==> src/rtl/cla_seq_pkg.sv <==
// Shared definitions for the nibble-serial carry-lookahead adder:
// the controller state encoding, the slice width and a width helper.
package cla_seq_pkg;

    localparam int NIBBLE_W = 4;

    typedef enum logic [1:0] {
        IDLE = 2'd0,
        RUN  = 2'd1,
        DONE = 2'd2
    } state_t;

    // Bits needed to count 0 .. value-1 (at least 1).
    function automatic int clog2(input int value);
        int r;
        r = 0;
        while ((1 << r) < value) begin
            r = r + 1;
        end
        if (r == 0) begin
            r = 1;
        end
        return r;
    endfunction

endpackage

==> src/rtl/cla_seq_adder_if.sv <==
// Request/result bundle for cla_seq_adder. The ovf signal only exists
// when CLA_SEQ_OVF_EN is defined.
interface cla_seq_adder_if #(
    parameter int WIDTH = 32
);
    logic             in_valid;
    logic             in_ready;
    logic [WIDTH-1:0] a;
    logic [WIDTH-1:0] b;
    logic             cin;
    logic             sub;
    logic             out_valid;
    logic             out_ready;
    logic [WIDTH-1:0] sum;
    logic             cout;
`ifdef CLA_SEQ_OVF_EN
    logic             ovf;

    modport master (
        output in_valid, a, b, cin, sub, out_ready,
        input  in_ready, out_valid, sum, cout, ovf
    );

    modport slave (
        input  in_valid, a, b, cin, sub, out_ready,
        output in_ready, out_valid, sum, cout, ovf
    );
`else
    modport master (
        output in_valid, a, b, cin, sub, out_ready,
        input  in_ready, out_valid, sum, cout
    );

    modport slave (
        input  in_valid, a, b, cin, sub, out_ready,
        output in_ready, out_valid, sum, cout
    );
`endif
endinterface

==> src/rtl/cla_seq_adder_cla_4bit.sv <==
// Combinational 4-bit carry-lookahead slice: every carry is computed
// directly from generate/propagate terms and the slice carry-in.
module cla_4bit
    import cla_seq_pkg::*;
(
    input  logic [NIBBLE_W-1:0] a,
    input  logic [NIBBLE_W-1:0] b,
    input  logic                cin,
    output logic [NIBBLE_W-1:0] s,
    output logic                cout
);

    logic [NIBBLE_W-1:0] p;
    logic [NIBBLE_W-1:0] g;
    logic [NIBBLE_W:0]   c;

    genvar gi;
    generate
        for (gi = 0; gi < NIBBLE_W; gi++) begin : g_pg
            assign p[gi] = a[gi] ^ b[gi];
            assign g[gi] = a[gi] & b[gi];
            assign s[gi] = p[gi] ^ c[gi];
        end
    endgenerate

    assign c[0] = cin;
    assign c[1] = g[0] | (p[0] & c[0]);
    assign c[2] = g[1] | (p[1] & g[0]) | (p[1] & p[0] & c[0]);
    assign c[3] = g[2] | (p[2] & g[1]) | (p[2] & p[1] & g[0])
                | (p[2] & p[1] & p[0] & c[0]);
    assign c[4] = g[3] | (p[3] & g[2]) | (p[3] & p[2] & g[1])
                | (p[3] & p[2] & p[1] & g[0])
                | (p[3] & p[2] & p[1] & p[0] & c[0]);

    assign cout = c[NIBBLE_W];

endmodule

==> src/rtl/cla_seq_adder.sv <==
// Nibble-serial add/subtract unit: one cla_4bit slice is reused WIDTH/4
// times, LSB nibble first, with the running carry held in a register.
// Optional feature macro: CLA_SEQ_OVF_EN adds a signed-overflow output.
module cla_seq_adder
    import cla_seq_pkg::*;
#(
    parameter int WIDTH = 32
) (
    input  logic           clk,
    input  logic           rst_n,
    cla_seq_adder_if.slave bus
);

    localparam int NIB   = WIDTH / NIBBLE_W;
    localparam int CNT_W = clog2(NIB);
    localparam logic [CNT_W-1:0] LAST = CNT_W'(NIB - 1);

    generate
        if (((WIDTH % NIBBLE_W) != 0) || (WIDTH < 2 * NIBBLE_W)) begin : g_bad_width
            $error("cla_seq_adder: WIDTH must be a multiple of 4 and at least 8");
        end
    endgenerate

    state_t state_reg;
    state_t state_next;
    logic   in_ready_reg;

    logic [WIDTH-1:0]          a_reg;
    logic [WIDTH-1:0]          b_reg;
    logic                      carry_reg;
    logic [CNT_W-1:0]          cnt_reg;
    logic [WIDTH-NIBBLE_W-1:0] sum_sh_reg;
    logic [WIDTH-NIBBLE_W-1:0] sum_sh_next;
    logic [WIDTH-1:0]          sum_reg;
    logic                      cout_reg;

    logic [NIBBLE_W-1:0] slice_s;
    logic                slice_cout;
    logic                accept;
    logic                last_step;

    assign accept    = (state_reg == IDLE) && bus.in_valid && in_ready_reg;
    assign last_step = (state_reg == RUN) && (cnt_reg == LAST);

    cla_4bit u_slice (
        .a    (a_reg[NIBBLE_W-1:0]),
        .b    (b_reg[NIBBLE_W-1:0]),
        .cin  (carry_reg),
        .s    (slice_s),
        .cout (slice_cout)
    );

    // New slice nibble enters at the top; older nibbles move one slot down.
    genvar gi;
    generate
        for (gi = 0; gi < NIB - 1; gi++) begin : g_sum_shift
            if (gi == NIB - 2) begin : g_top
                assign sum_sh_next[gi*NIBBLE_W +: NIBBLE_W] = slice_s;
            end else begin : g_mid
                assign sum_sh_next[gi*NIBBLE_W +: NIBBLE_W] =
                    sum_sh_reg[(gi+1)*NIBBLE_W +: NIBBLE_W];
            end
        end
    endgenerate

    // Next-state logic: accept from IDLE, count nibbles in RUN, wait for consumer in DONE.
    always_comb begin
        state_next = state_reg;
        unique case (state_reg)
            IDLE: if (bus.in_valid && in_ready_reg) state_next = RUN;
            RUN:  if (cnt_reg == LAST) state_next = DONE;
            DONE: if (bus.out_ready) state_next = IDLE;
            default: state_next = IDLE;
        endcase
    end

    // State register; in_ready is registered and stays low the cycle reset is released.
    always_ff @(posedge clk) begin
        if (!rst_n) begin
            state_reg    <= IDLE;
            in_ready_reg <= 1'b0;
        end else begin
            state_reg    <= state_next;
            in_ready_reg <= (state_next == IDLE);
        end
    end

    // Operand shift registers, running carry and nibble counter.
    always_ff @(posedge clk) begin
        if (!rst_n) begin
            a_reg      <= '0;
            b_reg      <= '0;
            carry_reg  <= 1'b0;
            cnt_reg    <= '0;
            sum_sh_reg <= '0;
        end else if (accept) begin
            a_reg     <= bus.a;
            b_reg     <= bus.sub ? ~bus.b : bus.b;
            carry_reg <= bus.sub ? 1'b1 : bus.cin;
            cnt_reg   <= '0;
        end else if (state_reg == RUN) begin
            a_reg      <= {{NIBBLE_W{1'b0}}, a_reg[WIDTH-1:NIBBLE_W]};
            b_reg      <= {{NIBBLE_W{1'b0}}, b_reg[WIDTH-1:NIBBLE_W]};
            carry_reg  <= slice_cout;
            cnt_reg    <= cnt_reg + 1'b1;
            sum_sh_reg <= sum_sh_next;
        end
    end

    // Result registers load only on the final step so they hold steady otherwise.
    always_ff @(posedge clk) begin
        if (!rst_n) begin
            sum_reg  <= '0;
            cout_reg <= 1'b0;
        end else if (last_step) begin
            sum_reg  <= {slice_s, sum_sh_reg};
            cout_reg <= slice_cout;
        end
    end

`ifdef CLA_SEQ_OVF_EN
    logic ovf_reg;

    // Signed overflow from the top nibble: same input signs, different result sign.
    always_ff @(posedge clk) begin
        if (!rst_n) begin
            ovf_reg <= 1'b0;
        end else if (last_step) begin
            ovf_reg <= (a_reg[NIBBLE_W-1] == b_reg[NIBBLE_W-1]) &&
                       (slice_s[NIBBLE_W-1] != a_reg[NIBBLE_W-1]);
        end
    end

    assign bus.ovf = ovf_reg;
`endif

    assign bus.in_ready  = in_ready_reg;
    assign bus.out_valid = (state_reg == DONE);
    assign bus.sum       = sum_reg;
    assign bus.cout      = cout_reg;

endmodule

==> src/flat_wrapper.sv <==
// flat-port wrapper written by rule: the top's interface ports become plain ports
module cla_seq_adder_flat import cla_seq_pkg::*;
#(
    parameter int WIDTH = 32
)
  (clk, rst_n, bus_in_valid, bus_a, bus_b, bus_cin, bus_sub, bus_out_ready, bus_in_ready, bus_out_valid, bus_sum, bus_cout);
  cla_seq_adder_if #(.WIDTH(WIDTH)) bus_i ();
  input  logic clk;
  input  logic rst_n;
  input wire logic [$bits(bus_i.in_valid)-1:0] bus_in_valid;
  input wire logic [$bits(bus_i.a)-1:0] bus_a;
  input wire logic [$bits(bus_i.b)-1:0] bus_b;
  input wire logic [$bits(bus_i.cin)-1:0] bus_cin;
  input wire logic [$bits(bus_i.sub)-1:0] bus_sub;
  input wire logic [$bits(bus_i.out_ready)-1:0] bus_out_ready;
  output wire logic [$bits(bus_i.in_ready)-1:0] bus_in_ready;
  output wire logic [$bits(bus_i.out_valid)-1:0] bus_out_valid;
  output wire logic [$bits(bus_i.sum)-1:0] bus_sum;
  output wire logic [$bits(bus_i.cout)-1:0] bus_cout;
  assign bus_i.in_valid = bus_in_valid;
  assign bus_i.a = bus_a;
  assign bus_i.b = bus_b;
  assign bus_i.cin = bus_cin;
  assign bus_i.sub = bus_sub;
  assign bus_i.out_ready = bus_out_ready;
  assign bus_in_ready = bus_i.in_ready;
  assign bus_out_valid = bus_i.out_valid;
  assign bus_sum = bus_i.sum;
  assign bus_cout = bus_i.cout;
  cla_seq_adder #(.WIDTH(WIDTH)) u_core (.clk(clk), .rst_n(rst_n), .bus(bus_i));
endmodule
==> config.mk <==
export PLATFORM = sky130hd
export DESIGN_NAME = cla_seq_adder_flat
export DESIGN_NICKNAME = d
export VERILOG_FILES = /design/src/rtl/cla_seq_pkg.sv /design/src/rtl/cla_seq_adder_if.sv /design/src/rtl/cla_seq_adder_cla_4bit.sv /design/src/rtl/cla_seq_adder.sv /design/src/flat_wrapper.sv
export SDC_FILE = /design/constraint.sdc
export NUM_CORES = 1
export LEC_CHECK = 0
export ABC_AREA = 1
export BUFFER_PORTS_ARGS = -buffer_cell sky130_fd_sc_hd__buf_2
export CAP_MARGIN = 20
export CELL_PAD_IN_SITES_DETAIL_PLACEMENT = 0
export CELL_PAD_IN_SITES_GLOBAL_PLACEMENT = 1
export CORE_MARGIN = 2
export CORE_UTILIZATION = 35
export DETAILED_ROUTE_END_ITERATION = 7
export GPL_TIMING_DRIVEN = 1
export PLACE_DENSITY_LB_ADDON = 0.1
export SYNTH_ARGS = -nofsm -noshare
export SYNTH_HDL_FRONTEND = slang
export SYNTH_SLANG_ARGS = --single-unit
==> constraint.sdc <==
create_clock -name clk -period 1.5 [get_ports clk]
set_input_delay 0.3 -clock clk [delete_from_list [all_inputs] [get_ports clk]]
set_output_delay 0.3 -clock clk [all_outputs]
set_load 0.03 [all_outputs]
==> results.py <==
metrics = {
    "place": {
        "dp_hpwl_um": 9122,
        "gp_congestion": 0.7569,
        "port_buffers": 104,
        "placed_cells": 1042,
    },
    "clocking": {
        "cts_buffers": 17,
        "clk_pin_slew_worst_paths_ns": 0.06,
        "cts.sinks": 132,
        "clock_latency_ns": 0.41,
        "cts_tree": "yes",
        "clockBufferDepth": 2,
        "cts_root_buffer": "clkbuf_16",
        "h-tree-depth": 4,
    },
    "timing": {
        "worst_pin_slew_ns": 0.4298,
        "period_minus_slack_ns": 1.438,
        "relSlewSlack_pct": 71.04,
        "fin_hold_ws_ns": 0.1419,
        "setup_tns_ns": 0,
        "finalHoldViolCount": 0,
        "finalCritPeriodShare_pct": 95.85,
        "worst_clock_skew_ns": 0.004591,
        "setup_viol": 0,
        "clock.fmax_mhz": 695.5,
        "rsz0062_at_grt": "no",
        "slew_viol_final": 0,
    },
    "cells_and_area": {
        "final_cell_mix": "nand2_1, dfxtp_1, buf_2",
        "final_common_cell": "nand2_1",
        "layout-drive-gt1-share_pct": 20.81,
        "diodes": 0,
        "fin_nets": 924,
        "syn_to_final_growth_pct": 26.54,
        "fill_cells": 1677,
        "stdcell_count": 1076,
    },
    "yosys": {
        "syn_area_per_cell_um2": 7.532,
        "syn_area_mm2": 0.005657,
        "ys_ff_latch": 132,
        "syn_inst": 751,
        "synth_cell_types": 32,
        "syn_nets": 828,
        "seq_area_frac_synth_pct": 46.72,
        "synth_warnings": 0,
    },
    "routing": {
        "via_per_inst": 4.576,
        "drt-initial-drc-count": 270,
        "drc": 0,
        "drt_wl_total_um": 13730,
        "wl_per_cell_um": 12.76,
        "via_count": 4924,
        "first_pass_iters": 4,
        "ant_nets": 0,
    },
    "global_routing": {
        "gr-total-overflow": 0,
        "grtUsageTotal_pct": 16.22,
        "grt_pass1_wl_um": 22790,
        "grt_max_degree": 68,
        "antenna_found_initial": 0,
        "grt_pass1_vias": 4629,
    },
    "floorplanning": {
        "die-width_um": 131.1,
        "start_util_pct": 35.74,
        "dieArea_mm2": 0.01720,
        "core_mm2": 0.01583,
        "rows": 46,
        "die_y_um": 131.1,
        "io-pin-count": 105,
    },
    "critical_path": {
        "cp-start-kind": "register",
        "setup.worst_path.end_class": "output port",
        "worstPathMaxFanout": 3,
        "r2r_end": "u_core.bus.sum[29]$_SDFFE_PN0P_",
        "regToRegStartpoint": "u_core.b_reg[0]$_SDFFE_PN0P_",
        "rrSetupSlack_ns": 0.08,
        "cp_data_required_time_ns": 1.20,
        "worstPathArrival_ns": 1.14,
        "critical_path_class": "reg -> out",
        "worst-r2r-cell-count": 5,
    },
    "job": {
        "maxCapViolCount": 0,
    },
    "power": {
        "p_sw_share_pct": 23.68,
        "p_comb_share_pct": 10.4,
        "p_leak_uw": 0.003054,
        "power_uw": 9295,
        "seqPwrFrac_pct": 41.0,
        "power_density_mw_per_mm2": 1298,
        "p_clk_share_pct": 48.6,
        "switchingPower_uw": 2201,
        "ir_drop_v": 0.0009313,
        "intPower_uw": 7094,
    },
    "worst_hold_path": {
        "holdPathStages": 3,
        "hold_class": "in -> reg",
        "hold-path-endpoint": "u_core.a_reg[30]$_SDFFE_PN0P_",
        "timing.hold.worst.start": "bus_a[30]",
    },
    "status": {
        "outcome": "finished, final reports clean",
    },
}
## critical path, stage by stage (launching register included)
cell,delay (ns)
dfxtp_2,0.37
inv_1,0.05
nand2_1,0.09
inv_1,0.05
buf_2,0.17
## routing by layer
metal	part of all wire [%]	GRT usage, %	vias to the layer above
li1	-	-	2598
met1	45	19.84	2212
met2	49	27.60	99
met3	4.4	4.668	15
met4	1.2	5.072	0
met5	0	0	-
## power by group through the flow
stage	Sequential (uW)	Clock, uW	Combinational, uW
after CTS	3810	4630	980
after global routing	3840	4780	1100
after floorplan	3860	0	660
after global placement	3880	0	961
final	3810	4520	966
after detailed placement	3890	0	975
## final cells by class
class | count | area, um2 | share of cell area (%)
Multi-Input combinational cell | 539 | 2643 | 36.92
Tap cell | 216 | 270.3 | 3.776
Sequential cell | 132 | 2648 | 36.99
Clock buffer | 19 | 442.9 | 6.188
Timing Repair Buffer | 128 | 838.3 | 11.71
Inverter | 29 | 111.4 | 1.556
Clock inverter | 13 | 205.2 | 2.867
## synth_stat cells
library cell,count,area [um2]
inv_1,24,90.09
nand2_2,3,18.77
buf_6,7,78.83
nand3_1,6,30.03
nor3_1,1,5.000
dfxtp_1,132,2643
ha_1,6,75.07
nand2_1,211,792.0
or2_2,1,6.260
a21oi_1,94,470.5
nor2_8,1,20.02
o21ai_0,38,190.2
xnor2_1,6,52.55
clkbuf_2,1,5.000
o21ai_1,15,75.07
nor2_1,92,345.3
o211ai_1,1,7.510
inv_4,1,6.260
clkbuf_4,1,7.510
a21boi_0,27,202.7
clkbuf_1,12,45.04
nand3b_1,2,15.01
buf_2,26,130.1
xor2_1,28,245.2
nand4_1,1,6.260
buf_4,2,15.01
fa_1,1,20.02
a21boi_1,1,7.510
buf_1,2,7.510
inv_2,4,15.01
o22ai_1,1,6.260
o21a_1,3,22.52
## what timing repair did
item / CTS / global route
pin swaps: 1 / 1
hold buffers: 0 / 0
buffers inserted: 0 / 2
resized for setup: 2 / 12
setup endpoints to repair: 24 / 57
## kinds of logic (layout without fill, tap and decap cells)
group / Yosys count / count (layout) / synth area share [%]
AO/OA/AOI/OAI: 180 / 180 / 17.36
buffers and inverters: 80 / 189 / 7.078
adder cells (fa/ha/maj): 7 / 7 / 1.681
flip-flops: 132 / 132 / 46.72
AND/OR/NAND/NOR: 318 / 318 / 21.90
XOR/XNOR: 34 / 34 / 5.264
## worst max path at each step
stage,startpoint,end,depth (start not counted)
finish,u_core.state_reg[0]$_SDFF_PN0_,bus_out_valid,4
detailed placement,u_core.cnt_reg[1]$_SDFFE_PP0P_,u_core.bus.sum[6]$_SDFFE_PN0P_,7
global route,u_core.cnt_reg[1]$_SDFFE_PP0P_,u_core.bus.cout$_SDFFE_PN0P_,8
global placement,u_core.cnt_reg[0]$_SDFFE_PP0P_,u_core.bus.sum[23]$_SDFFE_PN0P_,7
floorplan,u_core.bus.in_ready$_SDFF_PN0_,u_core.b_reg[21]$_SDFFE_PN0P_,9
CTS,u_core.cnt_reg[0]$_SDFFE_PP0P_,u_core.bus.sum[6]$_SDFFE_PN0P_,8
## per-stage QoR
| stage | area [um2] | utilization (%) | worst slack, ns |
|---|---|---|---|
| floorplan | 5657 | - | 0.1369 |
| global placement | 6449 | 40.74 | -0.009997 |
| detailed placement | 6449 | 40.74 | -0.09599 |
| CTS | 7104 | 44.89 | 0.01375 |
| global route | 7158 | 45.23 | 0.0008796 |
| finish | 7158 | 45.23 | 0.06219 |
(Power assumes the default switching activity.)
